===== src/rtl/mem_req_arbiter.sv =====
// Arbitrates icache/dcache memory requests onto one proc2mem port and routes returning load data by tag.
// Latency: grant, accept and data routing are combinational; table, count and error update at the next edge.
// Backpressure: a zero transaction tag rejects the grant, and the requester re-presents on the next cycle.
module mem_req_arbiter #(
    // Matches the codebase's NUM_MEM_TAGS constant.
    parameter int NUM_TAGS     = 15,
    parameter int STARVE_LIMIT = 4
) (
    input  logic        clock,
    input  logic        reset,

    input  logic        icache_req_valid,
    input  logic [31:0] icache_req_addr,
    output logic        icache_req_accepted,

    input  logic        dcache_req_valid,
    input  logic [1:0]  dcache_req_cmd,
    input  logic [31:0] dcache_req_addr,
    input  logic [63:0] dcache_req_data,
    output logic        dcache_req_accepted,

    output logic [3:0]  granted_tag,
    output logic [1:0]  proc2mem_command,
    output logic [31:0] proc2mem_addr,
    output logic [63:0] proc2mem_data,

    input  logic [3:0]  mem2proc_transaction_tag,
    input  logic [63:0] mem2proc_data,
    input  logic [3:0]  mem2proc_data_tag,

    output logic        icache_data_valid,
    output logic [63:0] icache_data,
    output logic [3:0]  icache_data_tag,
    output logic        dcache_data_valid,
    output logic [63:0] dcache_data,
    output logic [3:0]  dcache_data_tag,

    output logic [4:0]  outstanding_count,
    output logic        error
);

    localparam logic [1:0] MEM_NONE  = 2'd0;
    localparam logic [1:0] MEM_LOAD  = 2'd1;
    localparam logic [1:0] MEM_STORE = 2'd2;
    localparam int         SW        = $clog2(STARVE_LIMIT + 1);

    // Indexed directly by the 4-bit tag; entry 0 and entries above NUM_TAGS are never set.
    logic [15:0]   tbl_valid;
    logic [15:0]   tbl_owner;     // 0 = icache, 1 = dcache
    logic [SW-1:0] starve_cnt;

    logic        starved;
    logic        grant_ic;
    logic        grant_dc;
    logic        mem_ok;
    logic [15:0] live_valid;
    logic        ret_in_range;
    logic        ret_hit;
    logic        ret_miss;
    logic        ret_owner;
    logic        load_acc;
    logic        load_in_range;
    logic        load_set;
    logic        load_dup;
    logic        load_bad;
    logic        load_owner;
    logic        cnt_inc;
    logic        cnt_dec;

    // Priority decision: dcache by default, icache once it has been denied long enough.
    always_comb begin
        starved  = (starve_cnt == SW'(STARVE_LIMIT));
        grant_ic = icache_req_valid && (!dcache_req_valid || starved);
        grant_dc = dcache_req_valid && !grant_ic;
        mem_ok   = (mem2proc_transaction_tag != 4'd0);
        icache_req_accepted = grant_ic && mem_ok;
        dcache_req_accepted = grant_dc && mem_ok;
        granted_tag = (icache_req_accepted || dcache_req_accepted) ? mem2proc_transaction_tag : 4'd0;
    end

    // Drive the memory port from whichever requester holds the grant.
    always_comb begin
        proc2mem_command = MEM_NONE;
        proc2mem_addr    = 32'd0;
        proc2mem_data    = 64'd0;
        if (grant_ic) begin
            proc2mem_command = MEM_LOAD;
            proc2mem_addr    = icache_req_addr;
        end else if (grant_dc) begin
            proc2mem_command = dcache_req_cmd;
            proc2mem_addr    = dcache_req_addr;
            proc2mem_data    = dcache_req_data;
        end
    end

    // Table lookups for returns and new loads; the table reads as empty while in reset.
    always_comb begin
        live_valid    = reset ? 16'd0 : tbl_valid;
        ret_in_range  = (mem2proc_data_tag != 4'd0) && (32'(mem2proc_data_tag) <= NUM_TAGS);
        ret_hit       = ret_in_range && live_valid[mem2proc_data_tag];
        ret_owner     = tbl_owner[mem2proc_data_tag];
        ret_miss      = (mem2proc_data_tag != 4'd0) && !ret_hit;
        load_acc      = icache_req_accepted ||
                        (dcache_req_accepted && dcache_req_cmd == MEM_LOAD);
        load_owner    = dcache_req_accepted;
        load_in_range = (32'(mem2proc_transaction_tag) <= NUM_TAGS);
        load_set      = load_acc && load_in_range;
        load_bad      = load_acc && !load_in_range;
        // A same-cycle return on the same tag frees the entry, so reusing it is legal.
        load_dup      = load_set && live_valid[mem2proc_transaction_tag] &&
                        !(ret_hit && mem2proc_data_tag == mem2proc_transaction_tag);
        // An overwrite keeps the entry count unchanged.
        cnt_inc       = load_set && !load_dup;
        cnt_dec       = ret_hit;
    end

    // Route returning load data to the recorded owner; idle outputs are all zero.
    always_comb begin
        icache_data_valid = ret_hit && !ret_owner;
        dcache_data_valid = ret_hit && ret_owner;
        icache_data       = icache_data_valid ? mem2proc_data     : 64'd0;
        icache_data_tag   = icache_data_valid ? mem2proc_data_tag : 4'd0;
        dcache_data       = dcache_data_valid ? mem2proc_data     : 64'd0;
        dcache_data_tag   = dcache_data_valid ? mem2proc_data_tag : 4'd0;
    end

    // State update: starvation counter, ownership table (set wins over clear), count and sticky error.
    always_ff @(posedge clock) begin
        if (reset) begin
            tbl_valid         <= 16'd0;
            tbl_owner         <= 16'd0;
            starve_cnt        <= '0;
            outstanding_count <= 5'd0;
            error             <= 1'b0;
        end else begin
            if (!icache_req_valid || icache_req_accepted)
                starve_cnt <= '0;
            else if (!starved)
                starve_cnt <= starve_cnt + SW'(1);

            if (ret_hit)
                tbl_valid[mem2proc_data_tag] <= 1'b0;
            if (load_set) begin
                tbl_valid[mem2proc_transaction_tag] <= 1'b1;
                tbl_owner[mem2proc_transaction_tag] <= load_owner;
            end

            outstanding_count <= outstanding_count + {4'd0, cnt_inc} - {4'd0, cnt_dec};

            if (ret_miss || load_dup || load_bad)
                error <= 1'b1;
        end
    end

endmodule


===== config.mk =====
export PLATFORM = sky130hd
export DESIGN_NAME = mem_req_arbiter
export DESIGN_NICKNAME = d
export VERILOG_FILES = /design/src/rtl/mem_req_arbiter.sv
export SDC_FILE = /design/constraint.sdc
export NUM_CORES = 1
export LEC_CHECK = 0
export CAP_MARGIN = 20
export CELL_PAD_IN_SITES_DETAIL_PLACEMENT = 1
export CELL_PAD_IN_SITES_GLOBAL_PLACEMENT = 1
export CORE_AREA = 3 3 173 175
export CTS_BUF_LIST = sky130_fd_sc_hd__clkbuf_2 sky130_fd_sc_hd__clkbuf_4 sky130_fd_sc_hd__clkbuf_8
export CTS_CLUSTER_DIAMETER = 50
export CTS_CLUSTER_SIZE = 12
export DETAILED_ROUTE_END_ITERATION = 7
export DIE_AREA = 0 0 176 178
export PLACE_DENSITY = 0.74
export SLEW_MARGIN = 20
export SYNTH_ARGS = -nofsm -noshare
export SYNTH_HDL_FRONTEND = slang
export SYNTH_SLANG_ARGS = --single-unit
export TNS_END_PERCENT = 50

===== constraint.sdc =====
create_clock -name clock -period 4.3 [get_ports clock]
set_input_delay 0.86 -clock clock [delete_from_list [all_inputs] [get_ports clock]]
set_output_delay 0.86 -clock clock [all_outputs]
set_load 0.01 [all_outputs]

# Yosys cells after proc, flatten, opt, wreduce, memory -nomap -nowiden
# Cells that the tools add are included.
# op_classes
magnitude_cmp,4
eq_ne,3
n_addsub,3
mul,0
mux,26
n_div,0
shifts,0
n_reduce_logical,30
bitwise,3
# ops
operator,n
two-way mux 64 bit,4
two-way mux 16 bit,4
two-way mux 32 bit,2
bitwise AND 16 bit,1
bitwise mux 16 bit,1
inverter 16 bit,1
OR 16 bit,1
logical AND 1 bit,15
binary-select mux 1 bit (select 4 bit),3
two-way mux 4 bit,3
< comparator 4 x 5 -> 1 bit (second input constant),2
demux 1 bit (select 4 bit),2
>= comparator 4 x 1 -> 1 bit (second input constant),2
nonzero test 4 bit,2
zero test 1 bit,7
adder 5 x 1 -> 5 bit,1
logical OR 1 bit,5
two-way mux 1 bit,5
subtractor 5 x 1 -> 5 bit,1
equality test 4 bit,1
two-way mux 2 bit,2
adder 3 x 1 -> 3 bit (second input constant),1
equality test 3 bit (second input constant),1
equality test 2 x 1 -> 1 bit (second input constant),1
OR reduction 2 bit,1
# totals
n_memories,0
ff_bits,41
output_inout_bits,248
romBits,0
latch_bits,0
mem_bits_rw,0
wordCells,74

# Depth between registers and ports, before layout
# Gate-level depths: netlist of run 1.
# depth
word_depth,14
mapped_depth,17

# Least setup slack after synthesis of run 1
# No wires, ideal clock.
# synth_timing
path_kind,in2reg
start,in mem2proc_data_tag[0]
end,reg outstanding_count[4]
arrival_time_ps,3496
setup_time_ps,128
path_stages,17
setup_slack_ps,676
required_ps,4172
path_cell_list,buf_4 -> buf_2 -> mux2i_1 -> o22ai_1 -> o22ai_1 -> o41ai_1 -> nand3_1 -> ha_1 -> inv_1 -> ha_1 -> inv_1 -> fa_1 -> inv_1 -> a21o_1 -> a21oi_1 -> xnor2_1 -> nor2_1
# synth_via
elab_chain_cells,10
elab_cells_between_ends,12
classes_between,2 x add/sub; 1 x eq/ne; 2 x mux; 7 x reduce/logical
# synth_rtl
item,line,text
"start, declared",29,"input logic [3:0] mem2proc_data_tag,"
binary-select mux 1 bit (select 4 bit),100,ret_hit = ret_in_range && live_valid[mem2proc_data_tag];
two-way mux 1 bit (implied by the code),100,
logical AND 1 bit,100,
logical AND 1 bit,111,!(ret_hit && mem2proc_data_tag == mem2proc_transaction_tag);
zero test 1 bit,111,
logical AND 1 bit,110,load_dup = load_set && live_valid[mem2proc_transaction_tag] &&
zero test 1 bit,113,cnt_inc = load_set && !load_dup;
logical AND 1 bit,113,
adder 5 x 1 -> 5 bit,148,"outstanding_count <= outstanding_count + {4'd0, cnt_inc} - {4'd0, cnt_dec};"
subtractor 5 x 1 -> 5 bit *,148,
"end signal, assigned",148,
"end, declared",38,"output logic [4:0] outstanding_count,"
# Mark *: on every way between the ends. The rest lies on a longest branch, timed or not. The select of a mux whose other input is x is not followed.
# A chain may end at the register's enable or synchronous reset.

# Worst setup path in the final report of run 1
# layout_timing
start,in mem2proc_data_tag[0]
end,out dcache_data[51]
# layout_via
elab_chain_cells,5
elab_cells_between_ends,8
classes_between,5 x mux; 3 x reduce/logical
# layout_rtl
item,line,text
binary-select mux 1 bit (select 4 bit),100,
two-way mux 1 bit (implied by the code),100,
logical AND 1 bit,100,
logical AND 1 bit *,120,dcache_data_valid = ret_hit && ret_owner;
two-way mux 64 bit *,123,dcache_data = dcache_data_valid ? mem2proc_data : 64'd0;
"end, declared",35,"output logic [63:0] dcache_data,"
# Marks and branches as above.

==> reports/results.tsv, run 1 <==
stage	metric	value	unit
sta	Final Hold Fails	0	
die	Core ar.	28600	µm²
routing	DRT Wirelength	28200	µm
power	Pwr per Cell Area	167	nW/µm²
final_layout	most common cell after layout, fill and taps aside	clkdlybuf4s50_1	
worst_setup_path	CP Capture Type	primary output	
sta	Max Clk Rate	239	MHz
routing	DRC	0	
sta	relative slew slack	52.0	%
worst_setup_path	R2R Path Start	tbl_valid[8]	
placement	pre-CTS setup slack	-0.404	ns
worst_setup_path	kind of critical path	in -> out	
worst_setup_path	nature of the critical path startpoint	input pin	
synthesis	top-area cell type share of the netlist area	31.4	%
synthesis	Synthesized Nets	748	
worst_hold_path	Hold Crit Start	tbl_owner[2]	
global_routing	largest net degree at the start of global routing	53	
synthesis	post-synthesis cell type count	47	
sta	RSZ-0062 raised after global routing	false	
routing	via count	5701	
global_routing	gr ovfl total	0	
placement	DP HPWL	24500	µm
synthesis	Gate Count Post-Synth	534	
worst_setup_path	CP startpoint	mem2proc_data_tag[0]	
sta	crit path time final	4.19	ns
worst_setup_path	CP peak stage delay	0.54	ns
routing	routed vias/inst	4.12	
clock_tree	Root Driver	clkbuf_8	
sta	Final period util	97.4	%
worst_setup_path	r2r setup slk	1.14	ns
worst_setup_path	CP max-delay cell	mux4_2	
synthesis	largest area contributor in the netlist	and2_1	
global_routing	first-pass GRT wire length	39100	µm
worst_setup_path	reg2reg path depth	16	
run_status	status	finished clean	
clock_tree	CTS sink count	41	
worst_setup_path	crit path cell chain	clkdlybuf4s15_1, buf_6, mux4_2, mux4_2, nor4b_4, buf_6, buf_12, and2_1, clkdlybuf4s50_1	
worst_setup_path	Crit Path Max Fanout	18	
worst_setup_path	Worst Setup EP	dcache_data[51]	
sta	hold slack	0.471	ns
die	Die Wd	176	µm
synthesis	post-synthesis sequential area ratio	20.3	%
power	total leakage power	4.12	nW
die	row count	62	
worst_setup_path	worst path required time	3.44	ns
die	die height	178	µm
placement	number of I/O port buffers	453	
synthesis	Synth Register Bits	41	
synthesis	asr flop ratio synth	0	%
worst_setup_path	Worst R2R End	outstanding_count[4]	
clock_tree	CTS tree	done	
placement	GP Congestion	0.863	
sta	worst clock skew	0.00586	ns
synthesis	Syn. warnings	0	
routing	drt pass-1 iters	4	
worst_setup_path	Worst EP arrival	3.33	ns
clock_tree	clock latency at the later pin of the worst-skew pair	0.30	ns
final_layout	share of cells above drive strength 1	10.6	%
worst_hold_path	Hold Path Class	reg -> reg	
routing	Final ANT Viol Nets	0	
global_routing	number of global-route vias before repair	5949	
synthesis	Post-synth EDFFs	0	
sta	worst slew pin tran	0.714	ns
synthesis	largest cells by area after synthesis	and2_1 31%, dfxtp_1 20%, a22o_1 6.9%	
global_routing	initial antenna violation count	2	
synthesis	syn_area_per_cell	7.58	µm²
final_layout	Area Growth Syn to Fin	135	%
synthesis	dominant synthesized flop cell	dfxtp_1	
sta	Slew Limit Fails	0	
final_layout	most frequent cells in the layout	330 x clkdlybuf4s50_1, 203 x and2_1, 86 x dlygate4sd2_1, 41 x dfxtp_1, 32 x a22o_1	
power	VDD IR max	102	µV
die	initial cell density of the core	14.1	%
die	Die Area	31300	µm²
flow_run	max cap viols	0	
final_layout	layout net count	1211	
routing	wire per inst	20.4	µm
clock_tree	H-tree depth	2	
clock_tree	Num CTS Buffers	5	
routing	Initial DRC Count	152	
clock_tree	Clock Path Buffers	2	
sta	Worst Slack Setup Final	0.113	ns
global_routing	GRT Util Overall	16.6	%
die	I/O pin count	454	
synthesis	Syn Std Cell Area	4050	µm²
clock_tree	clock-pin slew on the worst setup and hold paths	0.08	ns
clock_tree	CTS Hold Buffers Added	0	
sta	final setup vio count	0	
==> worst min path at each step <==
| stage | to | cells after the start |
|---|---|---|
| finish | tbl_owner[2] | 2 |
| global route | tbl_owner[2] | 2 |
| CTS | tbl_owner[2] | 2 |
| detailed placement | tbl_owner[2] | 2 |
| global placement | tbl_owner[2] | 2 |
| floorplan | tbl_owner[2] | 2 |
==> synthesized netlist by cell type, types with 2 or more instances <==
cell,count
inv_1,14
clkbuf_1,38
ha_1,7
nand2b_1,8
buf_2,4
xor2_1,3
o2bb2ai_1,2
and2_1,203
o22ai_1,5
a21o_1,2
xnor2_1,6
a21oi_1,22
o21ai_0,15
nor2_1,28
a31oi_1,2
a22o_1,32
mux2i_1,20
mux4_2,8
nand4_1,7
dfxtp_1,41
o41ai_1,2
nor2b_1,6
o31ai_1,2
nand3_1,11
or2_2,3
nand3b_1,2
nand2_1,15
nor3_1,5
nor4_1,3
==> cell type report <==
class / instances / area (µm²)
timing repair buffer: 502 / 4990
fill: 3382 / 19100
inverter: 14 / 52.6
sequential: 41 / 821
clock inverter: 2 / 10.0
antenna: 2 / 5.00
multi-input combinational: 433 / 3050
clock buffer: 6 / 76.3
tap: 384 / 480
==> per-stage QoR <==
stage / instances / util [%] / TNS (ns) / cell area, µm² / power, mW
after detailed placement: 1361 / 32.2 / -38.85 / 9220 / 1.34
after global routing: 1384 / 33.1 / 0 / 9490 / 1.69
after global placement: 1361 / 32.2 / -29.84 / 9220 / 1.32
final: 1384 / 33.1 / 0 / 9490 / 1.59
after floorplan: 534 / - / 0 / 4050 / 0.769
after CTS: 1381 / 32.8 / -0.0589 / 9400 / 1.62
==> per-layer routing <==
| layer | track usage, % | vias to the layer above | routed length [µm] |
|---|---|---|---|
| met5 | 0 | - | 0 |
| met4 | 2.34 | 0 | 184 |
| met3 | 5.62 | 10 | 2520 |
| met2 | 34.6 | 285 | 16000 |
| met1 | 15.9 | 2677 | 9480 |
| li1 | - | 2729 | - |
==> sequential cells by signal, indices dropped and copies added (netlist names) <==
name and cells:
tbl_owner 16, error 1, starve_cnt 3, tbl_valid 16
outstanding_count 5
==> report_power, final <==
part / switching, mW / total [mW] / internal [mW] / leakage [nW]
Clock: 0.140 / 0.259 / 0.119 / 0.0484
Sequential: 0.0191 / 0.422 / 0.403 / 0.333
Combinational: 0.372 / 0.906 / 0.534 / 3.73
Total: 0.531 / 1.59 / 1.06 / 4.12
==> cell families (layout without fill, tap and decap cells) <==
group | Yosys count | count (layout) | synth area share [%]
and+or+nand+nor | 297 | 297 | 43.8
DFF | 41 | 41 | 20.3
muxes | 29 | 29 | 9.68
xor gates and xnor gates | 9 | 9 | 1.95
other | 0 | 2 | 0
adders and majority gates | 8 | 8 | 2.66
buffers and inverters | 60 | 524 | 6.00
AOI/OAI and AO/OA | 90 | 90 | 15.7
==> what timing repair did <==
item                                    4_1_cts  5_1_grt
buffers inserted                              8        0
gates cloned                                  4        1
resized for setup                           196       14
endpoints found under the setup margin      139       77
pin swaps                                     2        2
==> worst max-delay path, delay by kind of cell <==
| family | cells | cell delay, ns |
|---|---|---|
| simple gates | 2 | 0.31 |
| buf+inv | 5 | 1.09 |
| mux | 2 | 1.05 |
(Power assumes the default switching activity.)
==> inputs of run 2 (changes only) <==
Settings changed: SLEW_MARGIN 20 to 10.
==> results of run 2 <==
No change in the layout: final DEF, timing and power equal those of run 1.
==> inputs of run 3 (changes only) <==
Settings changed: GPL_ROUTABILITY_DRIVEN set to 0, GPL_TIMING_DRIVEN set to 0.
==> reports/results.tsv, run 3 (synthesis gave the netlist of run 1 again) <==
stage	metric	value	unit
routing	Final ANT Viol Nets	0	
die	Die Area	31300	µm²
routing	Initial DRC Count	188	
global_routing	largest net degree at the start of global routing	13	
sta	relative slew slack	40.7	%
sta	worst clock skew	0.0169	ns
clock_tree	H-tree depth	2	
die	I/O pin count	454	
clock_tree	CTS tree	done	
global_routing	GRT Util Overall	16.5	%
final_layout	layout net count	1204	
sta	crit path time final	4.21	ns
worst_setup_path	reg2reg path depth	15	
die	Core ar.	28600	µm²
power	Pwr per Cell Area	168	nW/µm²
sta	final setup vio count	0	
run_status	status	finished clean	
placement	DP HPWL	25500	µm
power	total leakage power	3.97	nW
worst_setup_path	CP Capture Type	primary output	
routing	drt pass-1 iters	4	
worst_setup_path	kind of critical path	in -> out	
final_layout	most common cell after layout, fill and taps aside	clkdlybuf4s50_1	
global_routing	initial antenna violation count	4	
final_layout	Final Non-Filler Cells	1378	
routing	wire per inst	20.5	µm
final_layout	most frequent cells in the layout	406 x clkdlybuf4s50_1, 203 x and2_1, 41 x dfxtp_1, 32 x a22o_1, 28 x nor2_1	
die	die height	178	µm
worst_setup_path	r2r setup slk	1.22	ns
routing	WL met3	2520	µm
clock_tree	clock latency at the later pin of the worst-skew pair	0.30	ns
die	Die Wd	176	µm
routing	Top Layer Used	met4	
worst_setup_path	Worst EP arrival	3.35	ns
flow_run	max cap viols	0	
placement	dpl cells	1364	
global_routing	first-pass GRT wire length	38700	µm
sta	Max Clk Rate	238	MHz
power	VDD IR max	114	µV
routing	DRC	0	
sta	worst slew pin tran	0.890	ns
clock_tree	Root Driver	clkbuf_8	
clock_tree	CTS sink count	41	
worst_hold_path	Hold Path Class	reg -> reg	
sta	Final Hold Fails	0	
sta	Final period util	97.9	%
placement	pre-CTS setup slack	-1.31	ns
sta	Slew Limit Fails	0	
clock_tree	Num CTS Buffers	5	
die	initial cell density of the core	14.1	%
final_layout	Largest regs	tbl_owner (16), tbl_valid (16), outstanding_count (5)	
worst_setup_path	nature of the critical path startpoint	input pin	
routing	routed vias/inst	4.12	
routing	DRT Wirelength	28300	µm
worst_setup_path	Worst R2R End	outstanding_count[4]	
global_routing	number of global-route vias before repair	5957	
worst_setup_path	worst path required time	3.44	ns
worst_setup_path	Worst Setup EP	dcache_data[25]	
global_routing	gr ovfl total	0	
clock_tree	clock-pin slew on the worst setup and hold paths	0.08	ns
clock_tree	Clock Path Buffers	2	
routing	via count	5671	
final_layout	Area Growth Syn to Fin	131	%
final_layout	final core utilization	32.6	%
worst_setup_path	R2R Path Start	starve_cnt[0]	
worst_setup_path	Crit Path Max Fanout	10	
worst_setup_path	CP startpoint	mem2proc_data_tag[0]	
sta	RSZ-0062 raised after global routing	false	
die	row count	62	
final_layout	fill count	3384	
routing	wire length on met2	15800	µm
placement	number of I/O port buffers	446	
sta	Worst Slack Setup Final	0.0898	ns
final_layout	share of cells above drive strength 1	5.86	%
routing	DRT met1 WL	9540	µm
-- run 3: changes by cell type in the layout (fill, tap and decap cells not counted), moves of 14 or more --
cell,before,now
clkdlybuf4s50_1,330,406
buf_4,31,7
clkdlybuf4s15_2,14,0
dlymetal6s2s_1,5,27
clkbuf_1,0,23
dlygate4sd2_1,86,12
-- run 3: layer usage --
| metal | track usage, % | vias up |
|---|---|---|
| li1 | - | 2714 |
| met1 | 15.6 | 2638 |
| met2 | 34.0 | 301 |
| met3 | 5.32 | 18 |
| met4 | 3.60 | 0 |
| met5 | 0 | - |
-- run 3: how the worst min path moves through the flow --
stage / start / endpoint / slack, ns / cells after the start
4_1_cts: tbl_owner[2] / tbl_owner[2] / 0.47 / 2
3_3_place_gp: tbl_owner[2] / tbl_owner[2] / 0.45 / 2
6_report: tbl_owner[1] / tbl_owner[1] / 0.47 / 2
3_5_place_dp: tbl_owner[2] / tbl_owner[2] / 0.45 / 2
5_1_grt: tbl_owner[0] / tbl_owner[0] / 0.49 / 1
2_1_floorplan: tbl_owner[2] / tbl_owner[2] / 0.43 / 2
-- run 3: what timing repair did --
action,CTS,global route
setup endpoints to repair,182,142
pin swaps,3,2
hold buffers,0,0
gates resized for setup,48,46
buffers inserted,4,0
-- run 3: critical path, cell delays in order --
cell and delay, ns:
buf_8 0.14, mux4_2 0.53, mux4_2 0.53, nor4b_4 0.15, buf_4 0.18, buf_4 0.14, buf_2 0.16, and2_1 0.16
clkdlybuf4s50_1 0.48
-- run 3: layout make-up --
class | instances | area (µm²) | area share [%]
antenna | 4 | 10.0 | 0.107
buffer | 45 | 255 | 2.74
clock buffer | 6 | 82.6 | 0.885
clock inverter | 1 | 7.51 | 0.0805
inverter | 14 | 52.6 | 0.563
multi-input combinational | 433 | 3080 | 33.0
sequential | 41 | 821 | 8.80
tap | 384 | 480 | 5.15
timing repair buffer | 450 | 4540 | 48.7
-- run 3: per-stage QoR --
stage / TNS (ns) / area, µm² / hold slack [ns] / power [mW]
2_1_floorplan: 0 / 4050 / 0.433 / 0.769
3_3_place_gp: -161.48 / 8990 / 0.447 / 1.30
3_5_place_dp: -163.02 / 8990 / 0.455 / 1.32
4_1_cts: 0 / 9200 / 0.468 / 1.60
5_1_grt: 0 / 9330 / 0.486 / 1.67
6_report: 0 / 9330 / 0.468 / 1.57
-- run 3: power breakdown --
part / switching, mW / internal (mW) / leakage, nW
registers: 0.0190 / 0.403 / 0.333
clock network: 0.140 / 0.127 / 0.0433
logic: 0.372 / 0.510 / 3.59
